`src/rtl/tag_match_resolver_if.sv`:
```
`timescale 1ns/1ps
// Output beat stream of the tag match resolver: one matched row per beat.
// Master drives valid/data/addr/last, slave returns ready.
// A beat is held stable until ready is seen with valid.
interface tag_match_resolver_if #(
    parameter int WORD_SIZE = 8,
    parameter int ADDR_W    = 7
);
    logic                 out_valid;
    logic                 out_ready;
    logic [WORD_SIZE-1:0] out_data;
    logic [ADDR_W-1:0]    out_addr;
    logic                 out_last;

    modport master (
        output out_valid,
        output out_data,
        output out_addr,
        output out_last,
        input  out_ready
    );

    modport slave (
        input  out_valid,
        input  out_data,
        input  out_addr,
        input  out_last,
        output out_ready
    );
endinterface

```
`src/rtl/tag_match_resolver.sv`:
```
`timescale 1ns/1ps
// Walks a captured CAM match vector and emits each matched row (address + CAM word) in ascending order.
// Latency: first beat valid two edges after start is driven; beats spaced two cycles apart at full rate.
// Backpressure: a beat is held until out_ready; abort cancels immediately and wins over out_ready.
module tag_match_resolver #(
    parameter int CELL_QUANT = 128,
    parameter int WORD_SIZE  = 8,
    parameter int ADDR_W     = 7
) (
    input  logic                  clock,
    input  logic                  rst,
    input  logic                  start,
    input  logic                  abort,
    input  logic [CELL_QUANT-1:0] tags_in,
    input  logic [WORD_SIZE-1:0]  cam_doutb,
    output logic [ADDR_W-1:0]     rd_addr,
    tag_match_resolver_if.master  out_if,
    output logic [ADDR_W:0]       match_count,
    output logic                  any_match,
    output logic                  busy,
    output logic                  done
);

    typedef enum logic [1:0] {
        IDLE = 2'd0,
        SCAN = 2'd1,
        OUT  = 2'd2,
        DONE = 2'd3
    } state_t;

    state_t                state_q;
    state_t                state_nxt;
    logic [CELL_QUANT-1:0] pending;
    logic [CELL_QUANT-1:0] pending_clr;
    logic [ADDR_W:0]       tag_count;
    logic [ADDR_W-1:0]     low_idx;
    logic                  valid_q;
    logic [WORD_SIZE-1:0]  data_q;
    logic [ADDR_W-1:0]     addr_q;
    logic                  last_q;

    // Population count of the incoming vector; ADDR_W+1 bits so an all-ones vector fits.
    always_comb begin
        tag_count = '0;
        for (int i = 0; i < CELL_QUANT; i++) begin
            tag_count = tag_count + {{ADDR_W{1'b0}}, tags_in[i]};
        end
    end

    // Priority encoder: lowest set index of pending, scanned downward so the lowest wins.
    always_comb begin
        low_idx = '0;
        for (int i = CELL_QUANT - 1; i >= 0; i--) begin
            if (pending[i]) begin
                low_idx = ADDR_W'(i);
            end
        end
    end

    // x & (x-1) drops exactly the lowest set bit, i.e. the row currently addressed.
    assign pending_clr = pending & (pending - {{(CELL_QUANT-1){1'b0}}, 1'b1});

    assign rd_addr          = low_idx;
    assign any_match        = (match_count != '0);
    assign busy             = (state_q != IDLE);
    assign done             = (state_q == DONE);
    assign out_if.out_valid = valid_q;
    assign out_if.out_data  = data_q;
    assign out_if.out_addr  = addr_q;
    assign out_if.out_last  = last_q;

    // State register.
    always_ff @(posedge clock or negedge rst) begin
        if (!rst) begin
            state_q <= IDLE;
        end else begin
            state_q <= state_nxt;
        end
    end

    // Next-state logic; abort is only honoured while a scan or beat is in flight.
    always_comb begin
        state_nxt = state_q;
        case (state_q)
            IDLE: begin
                if (start) begin
                    state_nxt = (tags_in != '0) ? SCAN : DONE;
                end
            end
            SCAN: begin
                state_nxt = abort ? DONE : OUT;
            end
            OUT: begin
                if (abort) begin
                    state_nxt = DONE;
                end else if (out_if.out_ready) begin
                    state_nxt = (pending == '0) ? DONE : SCAN;
                end
            end
            default: begin
                state_nxt = IDLE;
            end
        endcase
    end

    // Capture, beat registers and pending-vector bookkeeping.
    always_ff @(posedge clock or negedge rst) begin
        if (!rst) begin
            pending     <= '0;
            match_count <= '0;
            valid_q     <= 1'b0;
            data_q      <= '0;
            addr_q      <= '0;
            last_q      <= 1'b0;
        end else begin
            case (state_q)
                IDLE: begin
                    if (start) begin
                        pending     <= tags_in;
                        match_count <= tag_count;
                    end
                end
                SCAN: begin
                    if (abort) begin
                        pending <= '0;
                        valid_q <= 1'b0;
                    end else begin
                        data_q  <= cam_doutb;
                        addr_q  <= low_idx;
                        last_q  <= (pending_clr == '0);
                        valid_q <= 1'b1;
                        pending <= pending_clr;
                    end
                end
                OUT: begin
                    if (abort) begin
                        pending <= '0;
                        valid_q <= 1'b0;
                    end else if (out_if.out_ready) begin
                        valid_q <= 1'b0;
                    end
                end
                default: begin
                end
            endcase
        end
    end

endmodule

```
`src/flat_wrapper.sv`:
```
// flat-port wrapper written by rule: the top's interface ports become plain ports
module tag_match_resolver_flat 
#(
    parameter int CELL_QUANT = 128,
    parameter int WORD_SIZE  = 8,
    parameter int ADDR_W     = 7
)
  (clock, rst, start, abort, tags_in, cam_doutb, rd_addr, match_count, any_match, busy, done, out_if_out_valid, out_if_out_data, out_if_out_addr, out_if_out_last, out_if_out_ready);
  tag_match_resolver_if #(.WORD_SIZE(WORD_SIZE), .ADDR_W(ADDR_W)) out_if_i ();
  input  logic clock;
  input  logic rst;
  input  logic start;
  input  logic abort;
  input  logic [CELL_QUANT-1:0] tags_in;
  input  logic [WORD_SIZE-1:0] cam_doutb;
  output logic [ADDR_W-1:0] rd_addr;
  output logic [ADDR_W:0] match_count;
  output logic any_match;
  output logic busy;
  output logic done;
  output wire logic [$bits(out_if_i.out_valid)-1:0] out_if_out_valid;
  output wire logic [$bits(out_if_i.out_data)-1:0] out_if_out_data;
  output wire logic [$bits(out_if_i.out_addr)-1:0] out_if_out_addr;
  output wire logic [$bits(out_if_i.out_last)-1:0] out_if_out_last;
  input wire logic [$bits(out_if_i.out_ready)-1:0] out_if_out_ready;
  assign out_if_out_valid = out_if_i.out_valid;
  assign out_if_out_data = out_if_i.out_data;
  assign out_if_out_addr = out_if_i.out_addr;
  assign out_if_out_last = out_if_i.out_last;
  assign out_if_i.out_ready = out_if_out_ready;
  tag_match_resolver #(.CELL_QUANT(CELL_QUANT), .WORD_SIZE(WORD_SIZE), .ADDR_W(ADDR_W)) u_core (.clock(clock), .rst(rst), .start(start), .abort(abort), .tags_in(tags_in), .cam_doutb(cam_doutb), .rd_addr(rd_addr), .out_if(out_if_i), .match_count(match_count), .any_match(any_match), .busy(busy), .done(done));
endmodule
```
`config.mk`:
```
export PLATFORM = sky130hd
export DESIGN_NAME = tag_match_resolver_flat
export DESIGN_NICKNAME = d
export VERILOG_FILES = /design/src/rtl/tag_match_resolver_if.sv /design/src/rtl/tag_match_resolver.sv /design/src/flat_wrapper.sv
export SDC_FILE = /design/constraint.sdc
export NUM_CORES = 1
export LEC_CHECK = 0
export ABC_AREA = 1
export CAP_MARGIN = 20
export CORE_ASPECT_RATIO = 1.4
export CORE_UTILIZATION = 59
export DETAILED_ROUTE_END_ITERATION = 8
export GPL_TIMING_DRIVEN = 0
export PLACE_DENSITY = 0.83
export REMOVE_ABC_BUFFERS = 1
export SLEW_MARGIN = 0
export SYNTH_ARGS = -nofsm -noshare
export SYNTH_HDL_FRONTEND = slang
export SYNTH_SLANG_ARGS = --single-unit
```
`constraint.sdc`:
```
create_clock -name clock -period 8.3 [get_ports clock]
set_input_delay 1.245 -clock clock [delete_from_list [all_inputs] [get_ports clock]]
set_output_delay 1.245 -clock clock [all_outputs]
set_load 0.01 [all_outputs]
```
# Yosys cells after proc, flatten, opt, wreduce, memory -nomap -nowiden
# Index checks and enable logic that the tools add are counted.
[op_classes] n_addsub=128 mux=143 n_bitwise=2 eq_ne=6 n_reduce_logical=13
[ops] op="8-bit by 1-bit adder with 8-bit output" n=126
[ops] op="7-bit 2-to-1 mux" n=128
[ops] op="128-bit 2-to-1 mux" n=3
[ops] op="128-bit one-hot mux with 3 select lines" n=1
[ops] op="128-bit zero test" n=2
[ops] op="128-bit AND" n=1
[ops] op="128-bit nonzero test" n=1
[ops] op="128-bit by 1-bit subtractor with 128-bit output (second input constant)" n=1
[ops] op="2-bit 2-to-1 mux" n=5
[ops] op="2-bit AND reduction" n=4
[ops] op="8-bit nonzero test" n=1
[ops] op="2-bit one-hot mux with 3 select lines" n=1
[ops] op="2-bit equality test (second input constant)" n=2
[ops] op="1-bit 2-to-1 mux" n=4
[ops] op="2-bit != test (second input constant)" n=2
[ops] op="2-bit nonzero test" n=2
[ops] op="3-bit != test (second input constant)" n=1
[ops] op="3-bit AND reduction" n=1
[ops] op="3-bit nonzero test" n=1
[ops] op="1-bit by 1-bit adder with 2-bit output" n=1
[ops] op="2-bit by 1-bit equality test with 1-bit output (second input constant)" n=1
[ops] op="2-bit zero test" n=1
[ops] op="1-bit one-hot mux with 2 select lines" n=1
[ops] op="1-bit NOT" n=1
[word_totals] out_inout_bits=35 reg_bits=155 elab_cells=299 input_bits=141

# Logic depth before layout (Yosys ltp)
[depth] depth_word=128 mapped_depth=129 depth_no_buf=129

# Worst setup path before layout
# No wires, ideal clock.
[synth_timing] path_kind="input-to-reg" from="in tags_in[1]" to="reg u_core.match_count[6]" setup_time_ps=136 arrival_ps=7809 path_stages=24 required_time_ps=8164 path_buffers=0 slack_ps=355 cell_sequence="inv_1 -> ha_1 -> inv_1 -> fa_1 -> fa_1 -> fa_1 -> fa_1 -> fa_1 -> fa_1 -> fa_1 -> fa_1 -> fa_1 -> fa_1 -> inv_1 -> fa_1 -> fa_1 -> inv_1 -> o31ai_1 -> inv_1 -> nor2_1 -> o21ai_0 -> nand2_1 -> xnor2_1 -> o21ai_0"
[synth_between] elab_chain_len=127
[synth_lines] item="start, declared" line="flat_wrapper.sv:14" rtl="input logic [CELL_QUANT-1:0] tags_in;"
[synth_lines] item="1-bit by 1-bit adder with 2-bit output" line="tag_match_resolver.sv:46" rtl="tag_count = tag_count + {{ADDR_W{1'b0}}, tags_in[i]};"
[synth_lines] item="8-bit by 1-bit adder with 8-bit output (126 in a row)" line="tag_match_resolver.sv:46"
[synth_lines] item="end signal, assigned" line="tag_match_resolver.sv:120" rtl="match_count <= tag_count;"
[synth_lines] item="end, declared" line="tag_match_resolver.sv:18" rtl="output logic [ADDR_W:0] match_count,"
# No other way between the ends.
# A chain may end at the register's enable or synchronous reset.

# Worst setup path after layout
[layout_timing] from="reg u_core.pending[126]" to="out rd_addr[0]"
[layout_between] elab_chain_len=127
[layout_lines] item="start, declared" line="tag_match_resolver.sv:33" rtl="logic [CELL_QUANT-1:0] pending;"
[layout_lines] item="start signal, assigned" line="tag_match_resolver.sv:119" rtl="pending <= tags_in;"
[layout_lines] item="start signal, assigned" line="tag_match_resolver.sv:132" rtl="pending <= pending_clr;"
[layout_lines] item="7-bit 2-to-1 mux (127 in a row)" line="tag_match_resolver.sv:54" rtl="if (pending[i]) begin"
[layout_lines] item="end, declared" line="flat_wrapper.sv:16" rtl="output logic [ADDR_W-1:0] rd_addr;"
# No other way between the ends.

==> results.sh <==
export IMPL_status="complete, but fails checks"
export IMPL_violations="design-rule violations, negative setup slack"
export IMPL_reg2reg_setup_slack_ns=0.71
export IMPL_synth_compound_area_frac=0.151
export IMPL_grt_usage=0.433
export IMPL_h_tree_depth=4
export IMPL_clk_latency_ns=0.46
export IMPL_worst_ep_required_time_ns=7.05
export IMPL_worstMarginPinSlew_ns=1.19
export IMPL_vias=16000
export IMPL_whs_endpoint="u_core.out_if.out_data[2]"
export IMPL_drt_wl_total_mm=57.1
export IMPL_nets=2657
export IMPL_critPathMaxFanout=2
export IMPL_yosys_area_share_adder=0.174
export IMPL_drt_iter0_markers=1500
export IMPL_final_hold_viol_count=0
export IMPL_maxCapViolCount=0
export IMPL_slowest_delay_ns=0.40
export IMPL_cp_slowest_cell="dfrtp_1"
export IMPL_drtAntennaViolNets=0
export IMPL_post_drt_wl_per_cell_um=21.1
export IMPL_coreArea_um2=25600
export IMPL_crit_top_cell="nand2_1"
export IMPL_r2r_start="u_core.pending[127]"
export IMPL_overflow=0
export IMPL_yosysSeqAreaShare=0.250
export IMPL_clk_pin_slew_ns=0.06
export IMPL_cp_start_kind="register"
export IMPL_dpl_instance_area_um2=17600
export IMPL_slew_limit_headroom=0.196
export IMPL_r2r_end="u_core.out_if.out_addr[0]"
export IMPL_fin_crit_ns=9.29
export IMPL_finalSetupViolations=1
export IMPL_drc=9
export IMPL_max_freq_mhz=108
export IMPL_cts_tree="done"
export IMPL_synth_cells=2222
export IMPL_diodes=0
export IMPL_postCtsHoldBufs=0
export IMPL_arrival_ns=8.05
export IMPL_clock_sinks=155
export IMPL_synth_edf_count=0
export IMPL_grt_max_degree=142
export IMPL_fin_skew_ns=0.0180
export IMPL_avgSynthCellArea_um2=6.97
export IMPL_synth_seq_cells=155
export IMPL_pin_count=176
export IMPL_worst_slack_ns=-0.992
export IMPL_nFillCells=2063
export IMPL_grt_pass1_vias=16100
export IMPL_cts_root_buffer_cell="clkbuf_16"
export IMPL_synthFlopType="dfrtp_1"
export IMPL_dpl_hpwl_mm=44.9
export IMPL_min_delay_path_depth=2
export IMPL_gp_congestion=1.05
export IMPL_die_area_um2=26900
export IMPL_period_share=1.12
export IMPL_initial_utilization=0.606
export IMPL_firstDrtPassIters=9
export IMPL_path_class="reg2out"
export IMPL_synth_xor_area_frac=0.00113
export IMPL_fin_area_um2=18300
export IMPL_grt_pass1_wl_mm=87.7
export IMPL_die_w_um=139
export IMPL_die_h_um=194
export IMPL_async_reset_ff_frac=1.00
export IMPL_max_clock_path_buffers=2
export IMPL_cts_inserted_buffers=17
export IMPL_hp_start="u_core.out_if.out_data[2]"
export IMPL_syn_to_final_growth_pct=18.4
export IMPL_r2r_cells=128
export IMPL_io_buffers=175
export IMPL_synth_distinct_cells=39
export IMPL_fp_row_count=69
export IMPL_min_delay_path_class="reg2reg"
export IMPL_muxShareOfSynthArea=0.000727
export IMPL_worst_setup_path_end_kind="output pin"
export IMPL_antenna_found_initial=0
export IMPL_synth_top_family_by_area="simple AND/OR/NAND/NOR gates"
export IMPL_yosys_area_share_simple=0.237
export IMPL_drive_gt1_frac=0.0655
export IMPL_rsz0062_at_grt="true"
export IMPL_routed_via_density=5.93
export IMPL_netlist_area_um2=15500
export IMPL_ys_warnings_count=0
export IMPL_maxSlewViolCount=0
[through the flow]
step	setup WS (ns)	instances	util	TNS, ns	hold slack [ns]
3_3_place_gp	-5.18	2659	0.682	-525.41	0.454
3_5_place_dp	-0.830	2666	0.689	-2.90	0.464
4_1_cts	-0.924	2699	0.713	-0.924	0.479
2_1_floorplan	0.355	2165	-	0	0.475
6_report	-0.992	2702	0.718	-0.992	0.480
5_1_grt	-2.09	2702	0.718	-2.57	0.496
[kinds of logic after synthesis]
family / Yosys count
compound gates: 389
xor+xnor: 2
fa+ha+maj: 146
buf+inv: 644
flops: 155
mux: 1
simple gates: 885
[layout by cell type (no fill, tap or decap), types with 3 or more instances in the layout]
cell             count
a21oi_1            168
a221oi_1             3
a22oi_1            115
a31oi_1              6
a41oi_1              5
buf_16               4
buf_4                5
bufinv_16            3
bufinv_8            33
clkbuf_16           17
clkdlybuf4s50_1    131
clkinv_1            23
clkinvlp_4           3
dfrtp_1            155
dlymetal6s2s_1      38
fa_1               113
ha_1                31
inv_1              463
inv_2               66
inv_6                3
nand2_1            347
nand2_2              4
nand3_1             51
nand4_1             28
nor2_1             349
nor3_1              34
nor4_1              67
o2111ai_1            4
o211ai_1             3
o21ai_0             35
o21ai_1             29
o22ai_1              5
o31ai_1              7
[what timing repair did]
item / 4_1_cts / 5_1_grt
buffers inserted: 1 / 3
resized for setup: 11 / 50
endpoints found under the setup margin: 3 / 5
pin swaps: 6 / 14
[synthesized netlist by cell type, types with 34 or more instances]
cell,number,area share
dfrtp_1,155,0.25
o21ai_0,37,0.012
clkbuf_1,55,0.013
a21oi_1,169,0.055
nand3_1,51,0.016
nor2_1,351,0.085
fa_1,115,0.15
nand2_1,351,0.085
nor4_1,67,0.027
inv_1,465,0.11
nor3_1,34,0.011
inv_2,66,0.016
a22oi_1,115,0.056
[worst max-delay path, delay by kind of cell, from the launching register on]
kind            cells  cell delay [ns]
simple gates      125             6.85
flops               1             0.40
buf+inv             2             0.22
compound gates      1             0.12
[worst max-delay path by stage]
stage	start	end	depth (start not counted)
after floorplan	tags_in[1]	u_core.match_count[6]	24
final	u_core.pending[126]	rd_addr[0]	128
after detailed placement	u_core.pending[126]	rd_addr[0]	128
after CTS	u_core.pending[126]	rd_addr[0]	128
after global routing	u_core.pending[126]	rd_addr[0]	128
after global placement	abort	u_core.pending[108]	8
[state kept, by name (all words and copies together), names as in the netlist]
name and count:
u_core.out_if.out_valid 1, u_core.out_if.out_data 8, u_core.state_q 2, u_core.match_count 8, u_core.pending 128, u_core.out_if.out_addr 7
u_core.out_if.out_last 1
[cell type report]
cell class,instances,area [µm²],share of cell area
Sequential cell,155,3880,0.211
Clock buffer,20,447,0.0243
Inverter,587,2670,0.145
Multi-Input combinational cell,1423,8770,0.478
Clock inverter,12,161,0.00880
Timing Repair Buffer,186,2020,0.110
Tap cell,319,399,0.0218
[layer usage]
metal / vias up / global-route usage / wire, µm
li1: 7280 / - / -
met4: 0 / 0.386 / 5930
met1: 7487 / 0.476 / 19400
met2: 929 / 0.727 / 27300
met5: - / 0 / 0
met3: 319 / 0.0684 / 4440
Power is left out: the tool's default activity adds up to more than one toggle a clock period on the data nets, which glitch-free logic cannot reach.
